## config.mk

```make
export PLATFORM = sky130hd
export DESIGN_NAME = fb_arbiter_flat
export DESIGN_NICKNAME = d
export VERILOG_FILES = /design/src/rtl/fb_arbiter_if.sv /design/src/rtl/fb_arbiter.sv /design/src/flat_wrapper.sv
export SDC_FILE = /design/constraint.sdc
export NUM_CORES = 1
export LEC_CHECK = 0
export CORE_ASPECT_RATIO = 0.9
export CORE_MARGIN = 3
export CORE_UTILIZATION = 40
export CTS_BUF_LIST = sky130_fd_sc_hd__clkbuf_16
export DETAILED_ROUTE_END_ITERATION = 8
export PLACE_DENSITY = 0.63
export RECOVER_POWER = 25
export SYNTH_ARGS = -nofsm -noshare
export SYNTH_HDL_FRONTEND = slang
export SYNTH_SLANG_ARGS = --single-unit
```

## constraint.sdc

```tcl
create_clock -name i_clk -period 3.6 [get_ports i_clk]
set_clock_uncertainty 0.15 [all_clocks]
set_input_delay 0.72 -clock i_clk [delete_from_list [all_inputs] [get_ports i_clk]]
set_output_delay 0.72 -clock i_clk [all_outputs]
set_load 0.03 [all_outputs]
```

## src/rtl/fb_arbiter_if.sv

```systemverilog
// Bundle of the scanout, host-write, fill-control and RAM-port signals around fb_arbiter.
// The arbiter uses the slave modport; the surrounding logic uses master.
interface fb_arbiter_if #(
    parameter int AW = 13
);
    logic          rd_req;
    logic [AW-1:0] rd_addr;
    logic          rd_valid;
    logic [7:0]    rd_data;
    logic          wr_valid;
    logic          wr_ready;
    logic [AW-1:0] wr_addr;
    logic [7:0]    wr_data;
    logic          fill_start;
    logic [7:0]    fill_color;
    logic          fill_busy;
    logic          fill_done;
    logic          mem_en;
    logic          mem_we;
    logic [AW-1:0] mem_addr;
    logic [7:0]    mem_wdata;
    logic [7:0]    mem_rdata;

    modport slave (
        input  rd_req, rd_addr, wr_valid, wr_addr, wr_data, fill_start, fill_color, mem_rdata,
        output rd_valid, rd_data, wr_ready, fill_busy, fill_done,
               mem_en, mem_we, mem_addr, mem_wdata
    );

    modport master (
        output rd_req, rd_addr, wr_valid, wr_addr, wr_data, fill_start, fill_color, mem_rdata,
        input  rd_valid, rd_data, wr_ready, fill_busy, fill_done,
               mem_en, mem_we, mem_addr, mem_wdata
    );
endinterface

```

## src/rtl/fb_arbiter.sv

```systemverilog
// Framebuffer RAM port arbiter: scanout reads always win, then the clear-screen fill,
// then host writes drained from a small FIFO.
//
// state   | meaning
// IDLE    | serve reads and drain host FIFO
// FILL    | write fill colour to cells 0..CELLS-1 in idle read slots
module fb_arbiter #(
    parameter int CELLS      = 4800,
    parameter int AW         = 13,
    parameter int FIFO_DEPTH = 4
) (
    input  logic i_clk,
    input  logic i_rst,
    fb_arbiter_if.slave bus
);
    localparam int PW = (FIFO_DEPTH > 1) ? $clog2(FIFO_DEPTH) : 1;
    localparam logic [AW-1:0] LAST_CELL = AW'(CELLS - 1);
    localparam logic [AW-1:0] NUM_CELLS = AW'(CELLS);
    localparam logic [PW:0]   FULL_CNT  = (PW+1)'(FIFO_DEPTH);

    typedef enum logic {ST_IDLE, ST_FILL} state_t;

    state_t        r_state;
    state_t        w_next_state;

    logic [AW-1:0] r_fifo_addr [FIFO_DEPTH];
    logic [7:0]    r_fifo_data [FIFO_DEPTH];
    logic [PW-1:0] r_wptr;
    logic [PW-1:0] r_rptr;
    logic [PW:0]   r_count;

    logic [AW-1:0] r_fill_cnt;
    logic [7:0]    r_fill_color;
    logic          r_rd_valid;
    logic          r_fill_done;

    logic          w_empty;
    logic          w_full;
    logic          w_push;
    logic          w_pop;
    logic          w_fill_wr;
    logic          w_fill_go;
    logic          w_fill_last;

    assign w_empty     = (r_count == '0);
    assign w_full      = (r_count == FULL_CNT);
    assign w_push      = bus.wr_valid && bus.wr_ready;
    assign w_fill_go   = (r_state == ST_IDLE) && bus.fill_start && w_empty;
    assign w_fill_last = w_fill_wr && (r_fill_cnt == LAST_CELL);

    assign bus.fill_busy = (r_state == ST_FILL);
    assign bus.wr_ready  = !w_full && !bus.fill_busy && !i_rst;
    assign bus.rd_valid  = r_rd_valid;
    assign bus.rd_data   = bus.mem_rdata;
    assign bus.fill_done = r_fill_done;

    always_ff @(posedge i_clk) begin
        if (i_rst) begin
            r_state <= ST_IDLE;
        end else begin
            r_state <= w_next_state;
        end
    end

    always_comb begin
        w_next_state = r_state;
        case (r_state)
            ST_IDLE: if (w_fill_go)   w_next_state = ST_FILL;
            ST_FILL: if (w_fill_last) w_next_state = ST_IDLE;
            default: w_next_state = ST_IDLE;
        endcase
    end

    always_comb begin
        bus.mem_en    = 1'b0;
        bus.mem_we    = 1'b0;
        bus.mem_addr  = '0;
        bus.mem_wdata = '0;
        w_fill_wr     = 1'b0;
        w_pop         = 1'b0;
        if (bus.rd_req) begin
            bus.mem_en   = 1'b1;
            bus.mem_addr = bus.rd_addr;
        end else if (r_state == ST_FILL) begin
            bus.mem_en    = 1'b1;
            bus.mem_we    = 1'b1;
            bus.mem_addr  = r_fill_cnt;
            bus.mem_wdata = r_fill_color;
            w_fill_wr     = 1'b1;
        end else if (!w_empty) begin
            w_pop = 1'b1;
            // Out-of-range host addresses consume their slot without touching RAM.
            if (r_fifo_addr[r_rptr] < NUM_CELLS) begin
                bus.mem_en    = 1'b1;
                bus.mem_we    = 1'b1;
                bus.mem_addr  = r_fifo_addr[r_rptr];
                bus.mem_wdata = r_fifo_data[r_rptr];
            end
        end
    end

    always_ff @(posedge i_clk) begin
        if (i_rst) begin
            r_wptr       <= '0;
            r_rptr       <= '0;
            r_count      <= '0;
            r_fill_cnt   <= '0;
            r_fill_color <= '0;
            r_rd_valid   <= 1'b0;
            r_fill_done  <= 1'b0;
        end else begin
            r_rd_valid  <= bus.rd_req;
            r_fill_done <= w_fill_last;
            if (w_push) r_wptr <= r_wptr + PW'(1);
            if (w_pop)  r_rptr <= r_rptr + PW'(1);
            case ({w_push, w_pop})
                2'b10:   r_count <= r_count + (PW+1)'(1);
                2'b01:   r_count <= r_count - (PW+1)'(1);
                default: r_count <= r_count;
            endcase
            if (w_fill_go) begin
                r_fill_cnt   <= '0;
                r_fill_color <= bus.fill_color;
            end else if (w_fill_wr) begin
                r_fill_cnt <= r_fill_cnt + AW'(1);
            end
        end
    end

    // Storage needs no reset: pushes are blocked while reset is asserted.
    always_ff @(posedge i_clk) begin
        if (w_push) begin
            r_fifo_addr[r_wptr] <= bus.wr_addr;
            r_fifo_data[r_wptr] <= bus.wr_data;
        end
    end
endmodule

```

## src/flat_wrapper.sv

```systemverilog
// flat-port wrapper written by rule: the top's interface ports become plain ports
module fb_arbiter_flat 
#(
    parameter int CELLS      = 4800,
    parameter int AW         = 13,
    parameter int FIFO_DEPTH = 4
)
  (i_clk, i_rst, bus_rd_req, bus_rd_addr, bus_wr_valid, bus_wr_addr, bus_wr_data, bus_fill_start, bus_fill_color, bus_mem_rdata, bus_rd_valid, bus_rd_data, bus_wr_ready, bus_fill_busy, bus_fill_done, bus_mem_en, bus_mem_we, bus_mem_addr, bus_mem_wdata);
  fb_arbiter_if #(.AW(AW)) bus_i ();
  input  logic i_clk;
  input  logic i_rst;
  input wire logic [$bits(bus_i.rd_req)-1:0] bus_rd_req;
  input wire logic [$bits(bus_i.rd_addr)-1:0] bus_rd_addr;
  input wire logic [$bits(bus_i.wr_valid)-1:0] bus_wr_valid;
  input wire logic [$bits(bus_i.wr_addr)-1:0] bus_wr_addr;
  input wire logic [$bits(bus_i.wr_data)-1:0] bus_wr_data;
  input wire logic [$bits(bus_i.fill_start)-1:0] bus_fill_start;
  input wire logic [$bits(bus_i.fill_color)-1:0] bus_fill_color;
  input wire logic [$bits(bus_i.mem_rdata)-1:0] bus_mem_rdata;
  output wire logic [$bits(bus_i.rd_valid)-1:0] bus_rd_valid;
  output wire logic [$bits(bus_i.rd_data)-1:0] bus_rd_data;
  output wire logic [$bits(bus_i.wr_ready)-1:0] bus_wr_ready;
  output wire logic [$bits(bus_i.fill_busy)-1:0] bus_fill_busy;
  output wire logic [$bits(bus_i.fill_done)-1:0] bus_fill_done;
  output wire logic [$bits(bus_i.mem_en)-1:0] bus_mem_en;
  output wire logic [$bits(bus_i.mem_we)-1:0] bus_mem_we;
  output wire logic [$bits(bus_i.mem_addr)-1:0] bus_mem_addr;
  output wire logic [$bits(bus_i.mem_wdata)-1:0] bus_mem_wdata;
  assign bus_i.rd_req = bus_rd_req;
  assign bus_i.rd_addr = bus_rd_addr;
  assign bus_i.wr_valid = bus_wr_valid;
  assign bus_i.wr_addr = bus_wr_addr;
  assign bus_i.wr_data = bus_wr_data;
  assign bus_i.fill_start = bus_fill_start;
  assign bus_i.fill_color = bus_fill_color;
  assign bus_i.mem_rdata = bus_mem_rdata;
  assign bus_rd_valid = bus_i.rd_valid;
  assign bus_rd_data = bus_i.rd_data;
  assign bus_wr_ready = bus_i.wr_ready;
  assign bus_fill_busy = bus_i.fill_busy;
  assign bus_fill_done = bus_i.fill_done;
  assign bus_mem_en = bus_i.mem_en;
  assign bus_mem_we = bus_i.mem_we;
  assign bus_mem_addr = bus_i.mem_addr;
  assign bus_mem_wdata = bus_i.mem_wdata;
  fb_arbiter #(.CELLS(CELLS), .AW(AW), .FIFO_DEPTH(FIFO_DEPTH)) u_core (.i_clk(i_clk), .i_rst(i_rst), .bus(bus_i));
endmodule
```

==> summary.txt, run 1 <==
STA
  – Final Cycle Share: 0.978
  – Hold Slack: roughly 300 ps
  – Max Fclk: 284 MHz
  – Final setup margin: between 70 and 80 ps
  – RSZ-0062 raised after global routing: false
  – Rel. slew slack: 0.507
  – Crit path time final: 3520 ps
  – TNS Setup: 0 ps
  – Setup violators final: 0
  – Final hold violations: 0
  – Actual slew at the worst max-slew pin: between 700 and 800 ps
  – Pins Over Slew Limit: 0

Worst setup path
  – Worst setup EP type: output pin
  – Crit-path most repeated cell: buf_4
  – Worst r2r src: u_core.r_count[2]
  – CP Buf/Inv Count: 3
  – Crit path launch type: flip-flop
  – CP cell instances: buf_12 -> mux4_2 -> nor2_4 -> a31oi_4 -> buf_4 -> o31ai_1 -> buf_4
  – Register-to-Register Path Depth: 10
  – Crit-path slowest cell: mux4_2
  – CP required: approximately 2700 ps
  – Register-to-register setup slack: around 1100 ps
  – Critical path's top delay family: buffers and inverters
  – CP Data Arrival Time: 2650 ps
  – Delay of the slowest critical-path stage: 580 ps
  – Worst r2r dst: u_core.r_count[2]
  – Crit path max fanout: 17
  – WS Path Type: reg2out

Synth
  – Sequential-to-total area share from yosys stat: 0.622
  – Post-synth EDFFs: 84
  – Yosys top cell area share: 0.493
  – Synth top cells by count: 84 x edfxtp_1, 34 x nand2_1, 33 x dfxtp_1
  – Yosys cell types: 46
  – Cell taking the most area after synthesis: edfxtp_1
  – Net Count, Synth: around 440
  – Synthesized area per cell: roughly 14 sq um
  – Top-count cell post-synth: edfxtp_1
  – Synth warnings: 0
  – Top FF cell, synth: edfxtp_1
  – Share of flip-flops with an asynchronous set or reset: 0
  – Seq cells post-synth: roughly 120
  – Synth Cell Area: about 0.0051 sq mm
  – Synthesized instance count: between 300 and 400
  – Synth top area cells: edfxtp_1 49%, dfxtp_1 13%, mux4_2 8.4%, a21oi_1 2.5%, nand2_1 2.5%

GRT
  – Total GRT Usage: 0.168
  – Initial antenna violation count: 0
  – Global-route wire length before repair: approximately 18 mm
  – Largest net degree at the start of global routing: 23
  – Number of global-route vias before repair: 3404
  – Overflow after GRT: 0

Clock network
  – Depth of the CTS H-tree: 4
  – Num CTS Buffers: 17
  – Clock network latency to the later pin of the worst-skew pair: 400 ps
  – CTS tree: yes
  – Clock sinks: 117
  – Clock Path Buffers: 2
  – Clock-pin slew on the worst setup and hold paths: approximately 50 ps
  – Root Driver: clkbuf_16
  – Post-CTS Setup Bufs: 0

Floorplan
  – IO Count: 90
  – Die Wd: between 100 and 150 microns
  – Starting Density: 0.417
  – Total die area: 0.0142 sq mm
  – Die Ht: about 110 microns
  – Rows: 38
  – Core ar.: about 0.012 sq mm

Job
  – Maxcap violations: 0

Worst hold path
  – Hold path start: u_core.r_fill_color[3]
  – Hold path depth: 2
  – Hold Path Class: reg2reg
  – Worst Hold Endpoint: u_core.r_fill_color[3]

Cells and area
  – Nets: 523
  – Fin util: 0.538
  – ANT cells: 0
  – Layout cell share with drive strength beyond 1: 0.205
  – Synthesis-to-finish area growth: 28.9%

Pwr
  – Clk pwr share: 0.380
  – Comb pwr share: 0.240
  – Switch Pwr: approximately 1.3 mW
  – Maximum vdd ir drop: around 0.34 mV
  – Total leakage power: about 2.3 nW
  – Pint: 2.95 mW
  – Sw frac: 0.298
  – Pwr/cell area: approximately 640 mW/mm^2
  – Reg power frac: 0.380

Detailed routing
  – DR iter-0 viols: 281
  – Final wirelength: roughly 12 mm
  – Final ANT Viol Nets: 0
  – Via count: roughly 3400
  – Routed WL per cell: 18.2 microns
  – DRC Markers: 0
  – Vias per cell: 5.33
  – Pre-antenna DRT Iters: 6

Placement
  – GP Congestion: 0.865
  – DP Worst Slack: between 300 and 400 ps
  – Hpwl dp: 7.99 mm
  – Port Buffer Count: 73

Run status
  – Outcome: finished, final reports clean
through the flow:
step	cell area (sq um)	total power [mW]	cells
6_report	6600	4.21	634
5_1_grt	6600	4.40	634
4_1_cts	6580	4.23	634
3_5_place_dp	6020	2.63	602
3_3_place_gp	6020	2.62	602
2_1_floorplan	5120	2.29	376
per-layer routing:
metal	vias up	share of wire	global-route usage	wire length, microns
li1	1591	-	-	-
met1	1656	0.45	0.234	5240
met2	121	0.48	0.264	5510
met3	13	0.062	0.0467	713
met4	0	0.0095	0.0412	110
met5	-	0	0	0
worst max-delay path by stage:
stage,endpoint,depth (start not counted),slack [ps]
2_1_floorplan,bus_mem_addr[12],6,330
3_3_place_gp,bus_mem_addr[7],6,290
3_5_place_dp,bus_mem_addr[7],6,310
4_1_cts,bus_mem_addr[5],7,70
5_1_grt,bus_mem_addr[4],7,8
6_report,bus_mem_addr[5],7,80
what timing repair did:
item | in CTS | in global routing
gates cloned | 0 | 0
endpoints found under the setup margin | 1 | 3
gates resized for setup | 1 | 3
hold buffers | 0 | 0
state kept, by name (all words and copies together) (netlist names), named ones only:
name,flops
u_core.r_fifo_data,32
u_core.bus.rd_valid,1
u_core.r_fifo_addr,52
u_core.r_wptr,2
u_core.r_fill_color,8
u_core.r_count,3
u_core.r_fill_cnt,13
u_core.r_rptr,2
u_core.bus.fill_busy,1
u_core.bus.fill_done,1
power by group through the flow:
| stage | Combinational, mW | Clock, mW | Sequential, mW |
|---|---|---|---|
| after detailed placement | 1.01 | 0 | 1.62 |
| final | 1.01 | 1.60 | 1.60 |
| after global routing | 1.10 | 1.69 | 1.61 |
| after CTS | 1.01 | 1.62 | 1.60 |
| after global placement | 0.996 | 0 | 1.62 |
| after floorplan | 0.687 | 0 | 1.60 |
cells in the final DEF, fill, tap and decap left out, types with 5 or more instances in the layout:
master and instances:
buf_4 37, xor2_1 8, and3_1 8, clkdlybuf4s50_1 36
edfxtp_1 84, dfxtp_1 33, o31ai_1 5, o21ai_0 23
dlygate4sd3_1 15, mux4_2 19, nand4_1 6, and2_1 5
clkbuf_16 17, inv_1 13, xnor2_1 5, ha_1 6
nand3_1 13, a21oi_1 26, nand2_1 34, nor2_1 21
or3_1 6
tightest hold or removal path, cell delays in order, from the launching register on:
cell	delay [ps]
dfxtp_1	310
nand2_1	50
a21oi_1	50
layout make-up:
cell class                 count  area (sq um)
inverter                      11          41.3
timing repair buffer          92           857
tap                          160           200
fill                        1009          5670
sequential                   117          3180
clock buffer                  17           425
clock inverter                15           140
multi-input combinational    222          1750
logic make-up after synthesis:
| group | after synthesis | synth area share |
|---|---|---|
| AND/OR/NAND/NOR | 104 | 0.101 |
| multiplexers | 25 | 0.102 |
| AO/OA/AOI/OAI | 73 | 0.0951 |
| flip-flops | 117 | 0.622 |
| buffers and inverters | 37 | 0.0389 |
| XOR/XNOR | 13 | 0.0223 |
| adder cells (fa/ha/maj) | 7 | 0.0186 |
Power figures use the tool's default switching activity.
==> inputs of run 2 (changes only) <==
--- a/config.mk
+++ b/config.mk
@@ -6,9 +6,9 @@
 export NUM_CORES = 1
 export LEC_CHECK = 0
 export CORE_ASPECT_RATIO = 0.9
-export CORE_MARGIN = 3
+export CORE_MARGIN = 1
 export CORE_UTILIZATION = 40
-export CTS_BUF_LIST = sky130_fd_sc_hd__clkbuf_16
+export CTS_BUF_LIST = sky130_fd_sc_hd__clkbuf_2 sky130_fd_sc_hd__clkbuf_4 sky130_fd_sc_hd__clkbuf_8
 export DETAILED_ROUTE_END_ITERATION = 8
 export PLACE_DENSITY = 0.63
 export RECOVER_POWER = 25
==> run 2 against run 1 <==
Net effect:
- flip-flop and latch count did not move
- sequential share of layout area rose by 1.3 points
- utilization shrank 1.4 points
- die area is 6.6% lower
- combinational power increased by 4%
- global-route usage rose by 1.9 points
- register-to-register slack worse by 170 ps
- sequential power hardly changed
- cell count stayed put
- wire length about the same
- worst setup slack better by 30 ps
- largest power group unchanged
- hold slack improved by 2.3 ps
- highest routed layer unchanged
==> summary.txt, run 2 (synthesized netlist as in run 1, its figures left out) <==
Run status
  – Outcome: finished, final reports clean (unchanged)

Clock network
  – Hold_buf cts: 0 (unchanged)
  – Clock-pin slew on the worst setup and hold paths: 70 ps (was 50 ps)
  – Depth of the CTS H-tree: 4 (unchanged)
  – Clock sinks: 117 (unchanged)
  – Clock network latency to the later pin of the worst-skew pair: 420 ps (was 400 ps)
  – Post-CTS Setup Bufs: 0 (unchanged)
  – Num CTS Buffers: 17 (unchanged)
  – Root Driver: clkbuf_8 (was clkbuf_16)
  – Clock Path Buffers: 2 (unchanged)
  – CTS tree: yes (unchanged)

Placement
  – GP Congestion: 0.916 (was 0.865)
  – Placed Area: 0.00603 sq mm (was 0.00602 sq mm)
  – Hpwl dp: 7.94 mm (was 7.99 mm)
  – DP Worst Slack: 187 ps (was 311 ps)
  – Dpl cells: 601 (was 602)
  – Port Buffer Count: 73 (unchanged)

STA
  – Final setup margin: 108 ps (was 78.6 ps)
  – TNS Setup: 0 ps (unchanged)
  – Hold Slack: 310 ps (was 308 ps)
  – RSZ-0062 raised after global routing: false (unchanged)
  – Rel. slew slack: 0.654 (was 0.507)
  – Pins Over Slew Limit: 0 (unchanged)
  – Actual slew at the worst max-slew pin: 518 ps (was 738 ps)
  – Setup violators final: 0 (unchanged)
  – Final hold violations: 0 (unchanged)
  – Final Cycle Share: 0.970 (was 0.978)
  – Max Fclk: 286 MHz (was 284 MHz)
  – Crit path time final: 3490 ps (was 3520 ps)

Floorplan
  – IO Count: 90 (unchanged)
  – Die Ht: 109 microns (was 113 microns)
  – Rows: 38 (unchanged)
  – Starting Density: 0.417 (unchanged)
  – Core ar.: 0.0123 sq mm (unchanged)
  – Total die area: 0.0132 sq mm (was 0.0142 sq mm)
  – Die Wd: 121 microns (was 125 microns)

GRT
  – Number of global-route vias before repair: 3375 (was 3404)
  – Total GRT Usage: 0.187 (was 0.168)
  – Overflow after GRT: 0 (unchanged)
  – Initial antenna violation count: 0 (unchanged)
  – Largest net degree at the start of global routing: 24 (was 23)
  – Global-route wire length before repair: 18.1 mm (was 18.5 mm)

Cells and area
  – Most frequent cells in the layout: 84 x edfxtp_1, 35 x clkdlybuf4s50_1, 34 x nand2_1, 34 x buf_4, 32 x dfxtp_1 (was 84 x edfxtp_1, 37 x buf_4, 36 x clkdlybuf4s50_1)
  – Top flop regs: u_core.r_fifo_addr (52), u_core.r_fifo_data (32), u_core.r_fill_cnt (13) (unchanged)
  – ANT cells: 0 (unchanged)
  – Final Cell Area: 0.00642 sq mm (was 0.00660 sq mm)
  – Most common cell after layout, fill and taps aside: edfxtp_1 (unchanged)
  – Nets: 523 (unchanged)
  – Reg with most FFs: u_core.r_fifo_addr (unchanged)
  – Final non-filler cell total: 634 (unchanged)
  – Max FFs per register: 52 (unchanged)
  – Layout cell share with drive strength beyond 1: 0.213 (was 0.205)
  – Synthesis-to-finish area growth: 25.5% (was 28.9%)
  – Fin util: 0.523 (was 0.538)

Pwr
  – Total leakage power: 2.18 nW (was 2.26 nW)
  – Final Power: 3.66 mW (was 4.21 mW)
  – Pwr/cell area: 571 mW/mm^2 (was 638 mW/mm^2)
  – Maximum vdd ir drop: 0.235 mV (was 0.343 mV)

Worst setup path
  – Delay of the slowest critical-path stage: 590 ps (was 580 ps)
  – Crit-path most repeated cell: buf_4 (unchanged)
  – Worst setup EP type: output pin (unchanged)
  – CP cell instances: buf_12 -> mux4_2 -> nand3_1 -> a31oi_4 -> buf_4 -> o31ai_2 -> buf_4 (was buf_12 -> mux4_2 -> nor2_4 -> a31oi_4 -> buf_4 -> o31ai_1 -> buf_4)
  – Crit-path slowest cell: mux4_2 (unchanged)
  – CP Data Arrival Time: 2620 ps (was 2650 ps)
  – WS Path Type: reg2out (unchanged)
  – Crit path max fanout: 16 (was 17)
  – CP Buf/Inv Count: 3 (unchanged)
  – CP required: 2730 ps (about the same)
  – Crit path launch type: flip-flop (unchanged)
  – Critical path's top delay family: buffers and inverters (unchanged)

Detailed routing
  – Via count: 3418 (was 3381)
  – Vias per cell: 5.39 (was 5.33)
  – DR iter-0 viols: 307 (was 281)
  – Final wirelength: 11.6 mm (about the same)
  – Final ANT Viol Nets: 0 (unchanged)
  – Routed WL per cell: 18.2 microns (about the same)
  – DRC Markers: 0 (unchanged)
  – Pre-antenna DRT Iters: 5 (was 6)

Worst hold path
  – Hold Path Class: reg2reg (unchanged)

Job
  – Maxcap violations: 0 (unchanged)
[run 2: cell count changes in the layout (fill, tap and decap cells not counted), sizes merged]
cell           previous run  this run
clkdlybuf4s50            36        35
clkbuf                   17        24
inv                      15        11
dlymetal6s2s              0         1
clkinv                    7         5
bufinv                    2         0
buf                      40        39
clkinvlp                  2         4
[run 2: layout make-up]
class                   instances  area [sq um]
inverters                      11          41.3
well taps                     160           200
clock inverters                 9          57.6
repair buffers                 92           902
clock buffers                  23           285
multi-input cells             222          1750
fillers                      1046          5850
flip-flops and latches        117          3180
[run 2: metal layers]
metal | share of wire | track usage
met1 | 0.47 | 0.253
met3 | 0.049 | 0.0508
met5 | 0 | 0
met4 | 0.013 | 0.0714
met2 | 0.47 | 0.288
[run 2: tightest hold or removal path, stage by stage, from the launching register on]
cell     delay (ps)
dfxtp_1         310
nand2_1          50
a21oi_1          50
[run 2: where the power goes]
| part | internal, mW | switching [mW] | total (mW) |
|---|---|---|---|
| registers | 1.53 | 0.0582 | 1.59 |
| logic | 0.429 | 0.620 | 1.05 |
| clock network | 0.525 | 0.499 | 1.02 |
| total | 2.49 | 1.18 | 3.66 |
[run 2: path summary, 6_finish.rpt]
path | end | slack, ps | start | depth (start not counted)
min | u_core.r_fill_color[7] | 310 | u_core.r_fill_color[7] | 2
max reg2reg | u_core.r_count[2] | 890 | u_core.r_count[2] | 9
min reg2reg | u_core.r_fill_color[7] | 310 | u_core.r_fill_color[7] | 2
max | bus_mem_addr[5] | 110 | flip-flop | 7
[run 2: what timing repair did]
item | in CTS | in global routing
setup endpoints to repair | 1 | 10
gates cloned | 0 | 1
gates resized for setup | 1 | 7
